==> src/rtl/ddr_arbiter.sv <==
// ddr_arbiter: request arbiter in front of the DDR controller.
// Multiplexes the VGA line-fetch read client and the drawing-engine write
// client onto the controller's single-outstanding-operation interface and
// generates the periodic auto-refresh pulse.
// All logic runs on the rising edge of clk133_p. The controller samples on
// the falling edge, so every output is registered and settles half a cycle
// before it is used.
//
// Optional build macro: DDR_ARB_FAIRNESS_EN
//   When defined, after MAX_READ_RUN consecutive read grants made while a
//   write waits, the write is granted ahead of the next read.
//   When undefined, reads always win over writes.
//
// Ports:
//   clk133_p          in   133 MHz system clock (rising edge)
//   rst_n             in   asynchronous active-low reset
//   rdReq/rdAddr      in   read client request level / word address
//   rdValid/rdData    out  one-cycle pulse / registered read result
//   wrReq/wrAddr/wrData in write client request level / address / data
//   wrDone            out  one-cycle pulse, write committed
//   read/readAddress  out  controller read command / address
//   readAcknowledge/readData in controller read completion pulse / data
//   write/writeAddress/writeData out controller write command / addr / data
//   writeAcknowledge  in   controller write completion pulse
//   refresh           out  one-cycle auto-refresh pulse
//   refreshOverrun    out  sticky flag, a refresh interval elapsed with the
//                          previous refresh still unserviced
module ddr_arbiter #(
  parameter int unsigned INIT_WAIT        = 27000,
  parameter int unsigned REFRESH_INTERVAL = 1030,
  parameter int unsigned REFRESH_GUARD    = 14,
  parameter int unsigned MAX_READ_RUN     = 8
) (
  input  logic        clk133_p,
  input  logic        rst_n,
  input  logic        rdReq,
  input  logic [23:0] rdAddr,
  output logic        rdValid,
  output logic [15:0] rdData,
  input  logic        wrReq,
  input  logic [23:0] wrAddr,
  input  logic [15:0] wrData,
  output logic        wrDone,
  output logic        read,
  output logic [23:0] readAddress,
  input  logic        readAcknowledge,
  input  logic [15:0] readData,
  output logic        write,
  output logic [23:0] writeAddress,
  output logic [15:0] writeData,
  input  logic        writeAcknowledge,
  output logic        refresh,
  output logic        refreshOverrun
);

  localparam int unsigned INIT_W  = (INIT_WAIT > 1)        ? $clog2(INIT_WAIT)        : 1;
  localparam int unsigned REF_W   = (REFRESH_INTERVAL > 1) ? $clog2(REFRESH_INTERVAL) : 1;
  localparam int unsigned GUARD_W = (REFRESH_GUARD > 1)    ? $clog2(REFRESH_GUARD)    : 1;

  localparam logic [INIT_W-1:0]  INIT_LAST  = INIT_W'(INIT_WAIT - 1);
  localparam logic [INIT_W-1:0]  INIT_ONE   = INIT_W'(1);
  localparam logic [REF_W-1:0]   REF_LAST   = REF_W'(REFRESH_INTERVAL - 1);
  localparam logic [REF_W-1:0]   REF_ONE    = REF_W'(1);
  localparam logic [GUARD_W-1:0] GUARD_LAST = GUARD_W'(REFRESH_GUARD - 1);
  localparam logic [GUARD_W-1:0] GUARD_ONE  = GUARD_W'(1);

  typedef enum logic [2:0] {
    ST_WAIT_INIT,
    ST_IDLE,
    ST_READ,
    ST_WRITE,
    ST_REFRESH
  } state_t;

  state_t             r_state;
  state_t             w_state_nxt;

  logic [INIT_W-1:0]  r_init_cnt;
  logic [REF_W-1:0]   r_ref_cnt;
  logic [GUARD_W-1:0] r_guard_cnt;
  logic               r_refresh_pending;

  logic               w_ref_wrap;
  logic               w_idle_free;
  logic               w_grant_ref;
  logic               w_grant_rd;
  logic               w_grant_wr;
  logic               w_wr_first;

  logic               w_read_nxt;
  logic               w_write_nxt;
  logic               w_refresh_nxt;
  logic               w_rd_valid_nxt;
  logic               w_wr_done_nxt;

  // Grant decode. Refresh always wins; otherwise read beats write unless
  // the fairness counter says the waiting write has been passed over enough.
  assign w_idle_free = (r_state == ST_IDLE) && !r_refresh_pending;
  assign w_grant_ref = (r_state == ST_IDLE) &&  r_refresh_pending;
  assign w_grant_rd  = w_idle_free && rdReq && !w_wr_first;
  assign w_grant_wr  = w_idle_free && wrReq && (!rdReq || w_wr_first);

`ifdef DDR_ARB_FAIRNESS_EN
  localparam int unsigned     RUN_W   = $clog2(MAX_READ_RUN + 1);
  localparam logic [RUN_W-1:0] RUN_MAX = RUN_W'(MAX_READ_RUN);
  localparam logic [RUN_W-1:0] RUN_ONE = RUN_W'(1);

  logic [RUN_W-1:0] r_run_cnt;

  assign w_wr_first = wrReq && (r_run_cnt == RUN_MAX);

  // Counts reads granted while a write was waiting; any write grant or a
  // read grant with no write waiting restarts the run.
  always_ff @(posedge clk133_p or negedge rst_n) begin
    if (!rst_n) begin
      r_run_cnt <= '0;
    end else if (w_grant_wr) begin
      r_run_cnt <= '0;
    end else if (w_grant_rd) begin
      if (!wrReq) begin
        r_run_cnt <= '0;
      end else if (r_run_cnt != RUN_MAX) begin
        r_run_cnt <= r_run_cnt + RUN_ONE;
      end
    end
  end
`else
  // Strict read priority; MAX_READ_RUN has no effect in this build.
  assign w_wr_first = 1'b0 && (MAX_READ_RUN != 0);
`endif

  // State register
  always_ff @(posedge clk133_p or negedge rst_n) begin
    if (!rst_n) begin
      r_state <= ST_WAIT_INIT;
    end else begin
      r_state <= w_state_nxt;
    end
  end

  // Next-state logic
  always_comb begin
    w_state_nxt = r_state;
    case (r_state)
      ST_WAIT_INIT: begin
        if (r_init_cnt == INIT_LAST) w_state_nxt = ST_IDLE;
      end
      ST_IDLE: begin
        if (w_grant_ref)     w_state_nxt = ST_REFRESH;
        else if (w_grant_rd) w_state_nxt = ST_READ;
        else if (w_grant_wr) w_state_nxt = ST_WRITE;
      end
      ST_READ: begin
        if (readAcknowledge) w_state_nxt = ST_IDLE;
      end
      ST_WRITE: begin
        if (writeAcknowledge) w_state_nxt = ST_IDLE;
      end
      ST_REFRESH: begin
        if (r_guard_cnt == '0) w_state_nxt = ST_IDLE;
      end
      default: w_state_nxt = ST_WAIT_INIT;
    endcase
  end

  // Output logic: next values of the registered command/handshake outputs.
  // Commands drop on the acknowledge cycle and can only be re-issued from
  // IDLE one cycle later.
  always_comb begin
    w_read_nxt     = 1'b0;
    w_write_nxt    = 1'b0;
    w_refresh_nxt  = 1'b0;
    w_rd_valid_nxt = 1'b0;
    w_wr_done_nxt  = 1'b0;
    case (r_state)
      ST_IDLE: begin
        w_refresh_nxt = w_grant_ref;
        w_read_nxt    = w_grant_rd;
        w_write_nxt   = w_grant_wr;
      end
      ST_READ: begin
        w_read_nxt     = !readAcknowledge;
        w_rd_valid_nxt =  readAcknowledge;
      end
      ST_WRITE: begin
        w_write_nxt   = !writeAcknowledge;
        w_wr_done_nxt =  writeAcknowledge;
      end
      default: ;
    endcase
  end

  // Registered outputs
  always_ff @(posedge clk133_p or negedge rst_n) begin
    if (!rst_n) begin
      read         <= 1'b0;
      write        <= 1'b0;
      refresh      <= 1'b0;
      rdValid      <= 1'b0;
      wrDone       <= 1'b0;
      readAddress  <= '0;
      writeAddress <= '0;
      writeData    <= '0;
      rdData       <= '0;
    end else begin
      read    <= w_read_nxt;
      write   <= w_write_nxt;
      refresh <= w_refresh_nxt;
      rdValid <= w_rd_valid_nxt;
      wrDone  <= w_wr_done_nxt;
      if (w_grant_rd) begin
        readAddress <= rdAddr;
      end
      if (w_grant_wr) begin
        writeAddress <= wrAddr;
        writeData    <= wrData;
      end
      if (w_rd_valid_nxt) begin
        rdData <= readData;
      end
    end
  end

  // Power-up wait counter
  always_ff @(posedge clk133_p or negedge rst_n) begin
    if (!rst_n) begin
      r_init_cnt <= '0;
    end else if ((r_state == ST_WAIT_INIT) && (r_init_cnt != INIT_LAST)) begin
      r_init_cnt <= r_init_cnt + INIT_ONE;
    end
  end

  // Refresh interval timer, free-running once IDLE has been reached
  assign w_ref_wrap = (r_state != ST_WAIT_INIT) && (r_ref_cnt == REF_LAST);

  always_ff @(posedge clk133_p or negedge rst_n) begin
    if (!rst_n) begin
      r_ref_cnt <= '0;
    end else if (r_state != ST_WAIT_INIT) begin
      r_ref_cnt <= w_ref_wrap ? '0 : (r_ref_cnt + REF_ONE);
    end
  end

  // A wrap that coincides with the refresh grant re-arms the request; it is
  // only an overrun if the earlier request is still waiting.
  always_ff @(posedge clk133_p or negedge rst_n) begin
    if (!rst_n) begin
      r_refresh_pending <= 1'b0;
      refreshOverrun    <= 1'b0;
    end else begin
      if (w_ref_wrap) begin
        r_refresh_pending <= 1'b1;
      end else if (w_grant_ref) begin
        r_refresh_pending <= 1'b0;
      end
      if (w_ref_wrap && r_refresh_pending && !w_grant_ref) begin
        refreshOverrun <= 1'b1;
      end
    end
  end

  // Post-refresh guard counter
  always_ff @(posedge clk133_p or negedge rst_n) begin
    if (!rst_n) begin
      r_guard_cnt <= '0;
    end else if (w_grant_ref) begin
      r_guard_cnt <= GUARD_LAST;
    end else if ((r_state == ST_REFRESH) && (r_guard_cnt != '0)) begin
      r_guard_cnt <= r_guard_cnt - GUARD_ONE;
    end
  end

endmodule

==> config.mk <==
export PLATFORM = sky130hd
export DESIGN_NAME = ddr_arbiter
export DESIGN_NICKNAME = d
export VERILOG_FILES = /design/src/rtl/ddr_arbiter.sv
export SDC_FILE = /design/constraint.sdc
export NUM_CORES = 1
export LEC_CHECK = 0
export BUFFER_PORTS_ARGS = -buffer_cell sky130_fd_sc_hd__buf_2
export CAP_MARGIN = 20
export CORE_MARGIN = 4
export CORE_UTILIZATION = 53
export CTS_CLUSTER_DIAMETER = 150
export DETAILED_ROUTE_END_ITERATION = 10
export PLACE_DENSITY = 0.82
export SLEW_MARGIN = 25
export SYNTH_ARGS = -nofsm -noshare
export SYNTH_HDL_FRONTEND = slang
export SYNTH_SLANG_ARGS = --single-unit
export TNS_END_PERCENT = 50
==> constraint.sdc <==
create_clock -name clk133_p -period 2.87 [get_ports clk133_p]
set_input_delay 0.7175 -clock clk133_p [delete_from_list [all_inputs] [get_ports clk133_p]]
set_output_delay 0.7175 -clock clk133_p [all_outputs]
set_load 0.02 [all_outputs]
After elaboration in Yosys (flattened, before gate mapping)
Cells that the tools add are included.
{"block": "word_totals", "ff_bits": 120, "in_bits": 86, "output_inout_bits": 86, "elab_cells": 70}
{"block": "op_classes", "addsub": 3, "eq_ne": 12, "n_mux": 18, "n_reduce_logical": 22}
{"op": "2-to-1 mux 3 bit", "count": 7}
{"op": "adder 15 x 1 -> 15 bit (second input constant)", "count": 1}
{"op": "== test 15 bit (second input constant)", "count": 1}
{"op": "!= test 15 bit (second input constant)", "count": 1}
{"op": "one-hot mux 3 bit (5 select lines)", "count": 1}
{"op": "adder 11 x 1 -> 11 bit (second input constant)", "count": 1}
{"op": "== test 11 bit (second input constant)", "count": 1}
{"op": "2-to-1 mux 11 bit", "count": 1}
{"op": "logical AND 1 bit", "count": 10}
{"op": "2-to-1 mux 4 bit", "count": 2}
{"op": "!= test 2 bit (second input constant)", "count": 4}
{"op": "== test 3 x 2 -> 1 bit (second input constant)", "count": 2}
{"op": "logical NOT 1 bit", "count": 5}
{"op": "2-to-1 mux 1 bit", "count": 5}
{"op": "AND reduction 5 bit", "count": 1}
{"op": "logical NOT 4 bit", "count": 1}
{"op": "!= test 4 bit (second input constant)", "count": 1}
{"op": "one-hot mux 1 bit (2 select lines)", "count": 2}
{"op": "nonzero test 2 bit", "count": 2}
{"op": "nonzero test 4 bit", "count": 1}
{"op": "subtractor 4 x 1 -> 4 bit (second input constant)", "count": 1}
{"op": "== test 3 x 1 -> 1 bit (second input constant)", "count": 1}
{"op": "== test 3 bit (second input constant)", "count": 1}
{"op": "logical NOT 3 bit", "count": 1}
{"op": "nonzero test 3 bit", "count": 1}

Logic depth before layout (Yosys ltp)
Gate-level depths: netlist of the first run.
{"block": "logic_depth", "word_depth": 8, "ltp_mapped": 6, "mapped_depth_nobuf": 6}

Worst setup path before layout of the first run
No wires, ideal clock.
{"block": "synth_path", "path_kind": "input-to-reg", "start": "input port readAcknowledge", "end": "register rdData[10]", "setup_ns": 0.125, "arrival_time_ns": 1.758, "required_time_ns": 2.745, "setup_slack_ns": 0.987, "path_stages": 4, "path_buffers": 1, "cell_sequence": "nand2b_1 -> nor2_1 -> buf_2 -> mux2_2"}
{"block": "synth_between", "elab_chain_cells": 1}
{"element": "start: declaration", "line": "46", "rtl": "input logic readAcknowledge,"}
{"element": "2-to-1 mux 1 bit", "line": "175", "rtl": "case (r_state)"}
{"element": "net w_rd_valid_nxt", "line": "93", "rtl": "logic w_rd_valid_nxt;"}
{"element": "end signal: assignment", "line": "219", "rtl": "rdData <= readData;"}
{"element": "end: declaration", "line": "39", "rtl": "output logic [15:0] rdData,"}
The timed path passes the listed nets, and every way through them passes these cells.
A chain may end at the register's enable or synchronous reset.

Final worst setup path of the first run
{"block": "layout_path", "start": "register r_state[0]", "end": "register writeData[10]"}
{"block": "layout_between", "elab_chain_cells": 4}
{"element": "start: declaration", "line": "75", "rtl": "state_t r_state;"}
{"element": "start signal: assignment", "line": "137", "rtl": "r_state <= w_state_nxt;"}
{"element": "== test 3 x 1 -> 1 bit", "line": "98", "rtl": "assign w_idle_free = (r_state == ST_IDLE) && !r_refresh_pending;"}
{"element": "logical AND 1 bit", "line": "98"}
{"element": "logical AND 1 bit (2 in a row)", "line": "101", "rtl": "assign w_grant_wr = w_idle_free && wrReq && (!rdReq || w_wr_first);"}
{"element": "end signal: assignment", "line": "216", "rtl": "writeData <= wrData;"}
{"element": "end: declaration", "line": "50", "rtl": "output logic [15:0] writeData,"}
Every way passes these cells.

==> results.json, run 1 <==
{
  "diodes": 0,
  "grt_pass1_wl_um": 17600,
  "critPathRequiredTime_ps": 3260,
  "boundaryPins": 172,
  "numClockSinks": 120,
  "synth_top_family_by_area": "multiplexers",
  "htreeDepth": 4,
  "total_power_mw": 4.02,
  "synth_xor_area_frac": 0.0454,
  "drive_gt1_frac": 0.536,
  "place_area_um2": 5830,
  "drcViolationCount": 0,
  "setup_viol": 0,
  "postLayoutCellArea_um2": 6440,
  "post-place-ws_ps": 386,
  "r2r_start": "r_state[0]$_DFFE_PN0P_",
  "clkSlewWorstSetupHoldPaths_ps": 60,
  "post-route-min-period_ps": 2480,
  "vias": 3458,
  "postLayoutCoreUtil": 0.732,
  "root_buffer": "clkbuf_8",
  "hold_class": "primary input to async pin",
  "die_w_um": 103,
  "powerDensity_nw_per_um2": 623,
  "ys_warn_count": 0,
  "syn_area_per_cell_um2": 13.9,
  "wl_um": 11400,
  "grt_overflow": 0,
  "ys.flop_type": "dfrtp_1",
  "wl_per_cell_um": 17.6,
  "dp_hpwl_um": 7920,
  "rows": 34,
  "worst_pin_slew_ps": 754,
  "yosysUniqueCellTypes": 39,
  "max_freq_ghz": 0.404,
  "n_fill_cell": 553,
  "reg2reg_to": "writeData[10]$_DFFE_PN0P_",
  "grt_pass1_vias": 3595,
  "synthAdderAreaFrac": 0.0104,
  "fin_worst_skew_ps": 6.88,
  "maxCapViolCount": 0,
  "synth_compound_area_frac": 0.0197,
  "rsz0062_at_grt": "false",
  "port_buffers": 171,
  "ff2ff_path_depth": 5,
  "syn_nets": 437,
  "crit_type": "register to register",
  "coreArea_um2": 8810,
  "synth.area.mux_share": 0.191,
  "cp-end-kind": "register",
  "cts_setup_buffers": 0,
  "cts_buffer_depth": 2,
  "syn_to_final_growth_pct": 33.5,
  "final_hold_viol_count": 0,
  "ir_drop_mv": 0.456,
  "drt_pass1_iterations": 4,
  "worst_slack_ps": 392,
  "die_area_um2": 10700,
  "multiInputGateArea_um2": 1750,
  "startpoint_type": "register",
  "grt_max_degree": 121,
  "seqCellArea_um2": 3000,
  "clkLatencyLatePin_ps": 510,
  "cts_buffers": 17,
  "synth-simple-area-share": 0.0967,
  "die_height_um": 103,
  "initial_core_util": 0.548,
  "gp_congestion": 0.822,
  "synth_area_um2": 4830,
  "final_cell_mix": "buf_2, dfrtp_1, mux2_2",
  "rrSetupSlack_ps": 390,
  "fin_tns_setup_ps": 0,
  "slew-limit-headroom": 0.496,
  "cts_resized": 0,
  "synth-seq-cells": 120,
  "seq_area_frac_synth": 0.622,
  "nets": 621,
  "synthCells": 347,
  "crit_arrival_ps": 2870,
  "drt-initial-drc-count": 113,
  "status": "finished, final reports clean",
  "synth_edf_count": 0,
  "cts_tree": "done",
  "antenna_left": 0,
  "fin_crit_sh": 0.863,
  "path_max_fanout": 26,
  "final_common_cell": "buf_2",
  "ctsHoldBuffers": 0,
  "vias_per_cell": 5.31,
  "p_leak_nw": 3.62,
  "antenna_found_initial": 0,
  "drv_slew": 0,
  "async_reset_ff_frac": 1.00,
  "track_usage": 0.218
}
[cell families after synthesis]
logic type / Yosys count
AO/OA/AOI/OAI: 12
buffers and inverters: 17
flip-flops: 120
AND/OR/NAND/NOR: 87
XOR/XNOR: 25
multiplexers: 82
adder cells (fa/ha/maj): 4
[per-layer routing]
| layer | part of all wire | GRT usage | vias to the layer above | wire length, um |
|---|---|---|---|---|
| li1 | - | - | 1587 | - |
| met1 | 0.38 | 0.245 | 1672 | 4320 |
| met2 | 0.51 | 0.372 | 165 | 5870 |
| met3 | 0.074 | 0.0718 | 34 | 850 |
| met4 | 0.035 | 0.107 | 0 | 402 |
| met5 | 0 | 0 | - | 0 |
[flip-flops by register name (all words and copies together), names as in the netlist, 3 cells and up]
register / flops
r_state: 3
r_guard_cnt: 4
rdData: 16
writeData: 16
r_init_cnt: 15
r_ref_cnt: 11
writeAddress: 24
readAddress: 24
[final cells by class]
cell class / instances / share of cell area
clock buffer: 19 / 0.0686
clock inverter: 12 / 0.0258
inverter: 6 / 0.00350
multi-input combinational: 210 / 0.272
sequential: 120 / 0.466
tap: 108 / 0.0210
timing repair buffer: 176 / 0.143
[stage by stage]
stage               std cells  hold WS, ps
floorplan                 347          422
global placement          620          460
detailed placement        620          462
CTS                       651          311
global route              651          310
finish                    651          291
[how the worst max path moves through the flow]
stage / startpoint / endpoint / slack [ps]
6_report: r_state[0]$_DFFE_PN0P_ / writeData[10]$_DFFE_PN0P_ / 390
3_3_place_gp: r_state[0]$_DFFE_PN0P_ / writeData[4]$_DFFE_PN0P_ / 530
2_1_floorplan: readAcknowledge / rdData[10]$_DFFE_PN0P_ / 990
3_5_place_dp: r_state[0]$_DFFE_PN0P_ / writeData[8]$_DFFE_PN0P_ / 390
4_1_cts: r_state[0]$_DFFE_PN0P_ / writeData[10]$_DFFE_PN0P_ / 370
5_1_grt: r_state[0]$_DFFE_PN0P_ / writeData[10]$_DFFE_PN0P_ / 190
[critical path, stage by stage, from the launching register on]
cell	delay, ps
dfrtp_1	560
or3b_1	410
nor2_1	140
nand3b_1	540
buf_12	400
mux2_2	300
[report_power, final]
group          total (mW)  leakage [nW]  internal, mW  switching [mW]
Sequential           1.71          1.65          1.70         0.00563
Combinational       0.134          1.68        0.0606          0.0729
Clock                2.17         0.297          1.38           0.793
[synthesized netlist by cell type (2+ instances only)]
cell      instances  area (um2)
o31ai_1           3        22.5
mux2_1            4        45.0
clkbuf_1          4        15.0
inv_1             6        22.5
nand4_1           7        43.8
nor2b_1           2        12.5
dfrtp_1         120        3000
and3_1            2        12.5
and4_1            3        26.3
buf_1             2        7.51
ha_1              4        50.1
a21oi_1           2        10.0
nand2_1          25        93.8
o21ai_0           4        20.0
nor2_1           17        63.8
xnor2_1          14         123
nand3_1           9        45.0
nor3_1            4        20.0
nand2b_1          2        12.5
mux2_2           77         867
or2_2             2        12.5
xor2_1           11        96.3
buf_2             5        25.0
nor4_1            3        18.8
Power figures use the tool's default switching activity.
==> run 2, diff against run 1 <==
- RECOVER_POWER: unset -> 25
==> run 2 against run 1 <==
The flow now finishes with violations (max-capacitance violations, max-slew violations); fmax rose by 0.21%; highest routed layer unchanged; critical path depth did not move; largest power group unchanged; count of clock-buffer cells in the layout stayed put.
==> results.json, run 2 (synthesis gave the netlist of run 1 again) <==
{
  "wl_per_cell_um": 17.6,
  "path_depth": 5,
  "fin_worst_skew_ps": 6.98,
  "ctsHoldBuffers": 0,
  "boundaryPins": 172,
  "rows": 34,
  "coreArea_um2": 8810,
  "dp.cells": 620,
  "die_height_um": 103,
  "vias_per_cell": 5.26,
  "wl_um": 11400,
  "reg_top3": "readAddress (24), writeAddress (24)",
  "rsz0062_at_grt": "false",
  "track_usage": 0.218,
  "fin_tns_setup_ps": 0,
  "final_cells": 651,
  "grt_overflow": 0,
  "initial_core_util": 0.548,
  "critPathRequiredTime_ps": 3260,
  "cts_buffers": 17,
  "vias": 3425,
  "path_max_fanout": 26,
  "numClockSinks": 120,
  "worst_pin_slew_ps": 1620,
  "drcViolationCount": 0,
  "crit_type": "register to register",
  "diodes": 0,
  "die_area_um2": 10700,
  "drt_pass1_iterations": 5,
  "gp_congestion": 0.822,
  "critPathMaxStageDelay_ps": 560,
  "crit_arrival_ps": 2860,
  "clkSlewWorstSetupHoldPaths_ps": 60,
  "startpoint_type": "register",
  "drv_slew": 121,
  "drive_gt1_frac": 0.536,
  "fin_crit_sh": 0.861,
  "antenna_found_initial": 0,
  "syn_to_final_growth_pct": 33.2,
  "die_w_um": 103,
  "cp_top_family": "simple AND/OR/NAND/NOR gates",
  "cp-end-kind": "register",
  "final_cell_mix": "buf_2, dfrtp_1, mux2_2",
  "path_cells": "or3b_1, nor2_1, nand3b_1, buf_12, mux2_2",
  "clkLatencyLatePin_ps": 510,
  "grt_pass1_wl_um": 17600,
  "antenna_left": 0,
  "maxCapViolCount": 1,
  "slew-limit-headroom": -0.0790,
  "port_buffers": 171,
  "post-route-min-period_ps": 2470,
  "cpMaxStageDelayCell": "dfrtp_1",
  "nets": 621,
  "ff2ff_path_depth": 5,
  "cts_buffer_depth": 2,
  "n_fill_cell": 554,
  "max_freq_ghz": 0.404,
  "root_buffer": "clkbuf_8",
  "cts_setup_buffers": 0,
  "ir_drop_mv": 0.458,
  "setup_viol": 0,
  "final_hold_viol_count": 0,
  "grt_max_degree": 121,
  "powerDensity_nw_per_um2": 624,
  "status": "finished, violations left",
  "dp_hpwl_um": 7920,
  "worstHoldPathCells": 2,
  "drt-initial-drc-count": 113,
  "hold_class": "primary input to register",
  "p_leak_nw": 3.61,
  "cts_tree": "done",
  "cts_resized": 0,
  "grt_pass1_vias": 3595,
  "worst-path-buf-inv": 1,
  "htreeDepth": 4,
  "final_common_cell": "buf_2",
  "violations": "max-capacitance violations, max-slew violations"
}
run 2: changes by cell type in the layout (fill, tap and decap cells not counted), sizes merged:
cell | previous run | this run
buf | 176 | 174
clkbuf | 19 | 21
run 2: layer usage:
metal  global-route usage  vias up  share of wire
met1                0.245     1657           0.38
met4                0.107        0          0.033
met2                0.372      151           0.52
met3               0.0718       32          0.075
li1                     -     1585              -
met5                    0        -              0
run 2: metrics by stage:
stage                     total power, mW  worst slack, ps  utilization  hold WS [ps]  area [um2]
after floorplan                      1.77              987            -           422        4830
after global placement               1.87              532        0.663           460        5830
after detailed placement             1.88              386        0.663           462        5830
after CTS                            4.05              375        0.732           311        6440
after global routing                 4.15              191        0.730           407        6430
final                                4.01              398        0.730           423        6430
run 2: cell type report:
| cell class | instances | area [um2] | share of cell area |
|---|---|---|---|
| sequential | 120 | 3000 | 0.467 |
| inverter | 6 | 22.5 | 0.00350 |
| clock buffer | 19 | 442 | 0.0687 |
| multi-input combinational | 210 | 1750 | 0.273 |
| tap | 108 | 135 | 0.0210 |
| clock inverter | 12 | 166 | 0.0259 |
| timing repair buffer | 176 | 908 | 0.141 |
run 2: path summary, 6_finish.rpt:
path / slack, ps / to / start
setup / recovery: 400 / writeData[10]$_DFFE_PN0P_ / r_state[0]$_DFFE_PN0P_
hold / removal: 420 / writeAddress[1]$_DFFE_PN0P_ / wrAddr[1]
min in group asynchronous: 660 / rdValid$_DFF_PN0_ / rst_n
hold reg to reg: 470 / refreshOverrun$_DFFE_PN0P_ / refreshOverrun$_DFFE_PN0P_
max in group asynchronous: 1100 / read$_DFF_PN0_ / rst_n
setup reg to reg: 400 / writeData[10]$_DFFE_PN0P_ / r_state[0]$_DFFE_PN0P_
run 2: power breakdown:
group / switching, mW / leakage (nW) / internal [mW] / total (mW)
clock network: 0.793 / 0.297 / 1.38 / 2.17
registers: 0.00562 / 1.65 / 1.70 / 1.71
logic: 0.0725 / 1.67 / 0.0584 / 0.131
total: 0.871 / 3.61 / 3.14 / 4.01
==> run 3, diff against run 2 <==
- CORE_ASPECT_RATIO: unset -> 1.1
- GPL_TIMING_DRIVEN: unset -> 0
==> run 3 against run 2 <==
The flow still finishes with violations (max-capacitance violations, max-slew violations); global-route usage is 0.60 points higher; sequential power about the same; via count up 2.8%; non-clock buffer count up 7; total power down 0.99%; die area hardly changed; fmax grew 21%; critical path depth stayed put; clock power down 2%; clock skew increased by 1.8 ps; flip-flop and latch count is the same; combinational power grew 5%; highest routed layer unchanged.
==> results.json, run 3 (synthesis gave the netlist of run 1 again) <==
{
  "status": "finished, violations left",
  "violations": "max-capacitance violations, max-slew violations",
  "drt-met1-wl_um": 4650,
  "grt_overflow": 0,
  "drcViolationCount": 0,
  "vias": 3520,
  "rsz0062_at_grt": "false",
  "n_fill_cell": 596,
  "port_buffers": 171,
  "clkLatencyLatePin_ps": 510,
  "p_leak_nw": 3.62,
  "die_height_um": 108,
  "wl_met2_um": 5970,
  "initial_core_util": 0.544,
  "grt_pass1_wl_um": 18400,
  "clkSlewWorstSetupHoldPaths_ps": 60,
  "grt_max_degree": 65,
  "rows": 36,
  "worstHoldPathCells": 2,
  "dr_wl_met3_um": 748,
  "drt_pass1_iterations": 5,
  "hold_class": "primary input to register",
  "gp_congestion": 0.812,
  "post-place-ws_ps": 597,
  "ctsHoldBuffers": 0,
  "max_freq_ghz": 0.491,
  "cts_buffers": 17,
  "boundaryPins": 172,
  "antenna_left": 0,
  "startpoint_type": "register",
  "reg_top3": "readAddress (24), writeAddress (24)",
  "root_buffer": "clkbuf_8",
  "setup_viol": 0,
  "drv_slew": 64,
  "syn_to_final_growth_pct": 33.7,
  "htreeDepth": 4,
  "drive_gt1_frac": 0.532,
  "grt_pass1_vias": 3591,
  "multiInputGateArea_um2": 1750,
  "vias_per_cell": 5.29,
  "critPathRequiredTime_ps": 3260,
  "antenna_found_initial": 0,
  "fin_tns_setup_ps": 0,
  "dp_hpwl_um": 8300,
  "final_hold_viol_count": 0,
  "cts_tree": "done",
  "worst_pin_slew_ps": 1570,
  "fin_crit_sh": 0.709,
  "final_common_cell": "buf_2",
  "cts_setup_buffers": 0,
  "crit_arrival_ps": 2420,
  "cts_buffer_depth": 2,
  "ir_drop_mv": 0.465,
  "final_cell_mix": "buf_2, dfrtp_1, mux2_2",
  "coreArea_um2": 8870,
  "place_area_um2": 5860,
  "post-route-min-period_ps": 2040,
  "die_area_um2": 10700,
  "postLayoutCellArea_um2": 6450,
  "crit_type": "register to register",
  "cp-end-kind": "register",
  "die_w_um": 99.0,
  "powerDensity_nw_per_um2": 616,
  "seqCellArea_um2": 3000,
  "fin_worst_skew_ps": 8.74,
  "cts_resized": 0,
  "top_layer": "met4",
  "slew-limit-headroom": -0.0445,
  "path_max_fanout": 10,
  "worst_slack_ps": 835,
  "drt-initial-drc-count": 121,
  "fin_hold_ws_ps": 427,
  "wl_um": 11700,
  "nets": 628,
  "wl_per_cell_um": 17.6,
  "track_usage": 0.224,
  "maxCapViolCount": 1,
  "ff2ff_path_depth": 5,
  "numClockSinks": 120,
  "diodes": 0
}
==> run 3: cell count changes in the layout (fill, tap and decap cells not counted), sizes merged <==
| cell | delta |
|---|---|
| clkbuf | +2 |
| buf | +4 |
| clkinv | +2 |
==> run 3: per-stage QoR <==
stage	cells	util	power [mW]
after floorplan	347	-	1.77
after detailed placement	633	0.660	1.88
after global placement	632	0.656	1.87
after CTS	665	0.728	4.00
after global routing	665	0.727	4.11
final	665	0.727	3.97
==> run 3: final timing paths <==
check / startpoint / end / slack (ps)
max in group asynchronous: rst_n / r_init_cnt[12]$_DFFE_PN0P_ / 1290
min reg2reg: refreshOverrun$_DFFE_PN0P_ / refreshOverrun$_DFFE_PN0P_ / 480
max reg2reg: r_state[1]$_DFFE_PN0P_ / rdData[8]$_DFFE_PN0P_ / 830
max: r_state[1]$_DFFE_PN0P_ / rdData[8]$_DFFE_PN0P_ / 830
min in group asynchronous: rst_n / writeAddress[20]$_DFFE_PN0P_ / 600
min: wrAddr[1] / writeAddress[1]$_DFFE_PN0P_ / 430
==> run 3: critical path: stages, from the launching register on <==
cell,delay (ps)
dfrtp_1,350
buf_2,210
nand2b_1,110
nor2_1,500
buf_2,360
mux2_2,380
==> run 3: area by class of cell <==
type                            count  area share
Buffer                             11     0.00737
Multi-Input combinational cell    210       0.272
Tap cell                          114      0.0221
Inverter                            6     0.00349
Timing Repair Buffer              172       0.137
Sequential cell                   120       0.466
Clock inverter                     14      0.0264
Clock buffer                       18      0.0663
==> run 3: per-layer routing <==
layer / track usage / vias up
li1: - / 1603
met1: 0.274 / 1736
met2: 0.367 / 155
met3: 0.0671 / 26
met4: 0.103 / 0
met5: 0 / -
==> run 3: power by group <==
group | total (mW) | internal, mW | leakage, nW | switching, mW
Clock | 2.13 | 1.35 | 0.296 | 0.775
Sequential | 1.71 | 1.70 | 1.65 | 0.00647
Combinational | 0.138 | 0.0615 | 1.68 | 0.0762
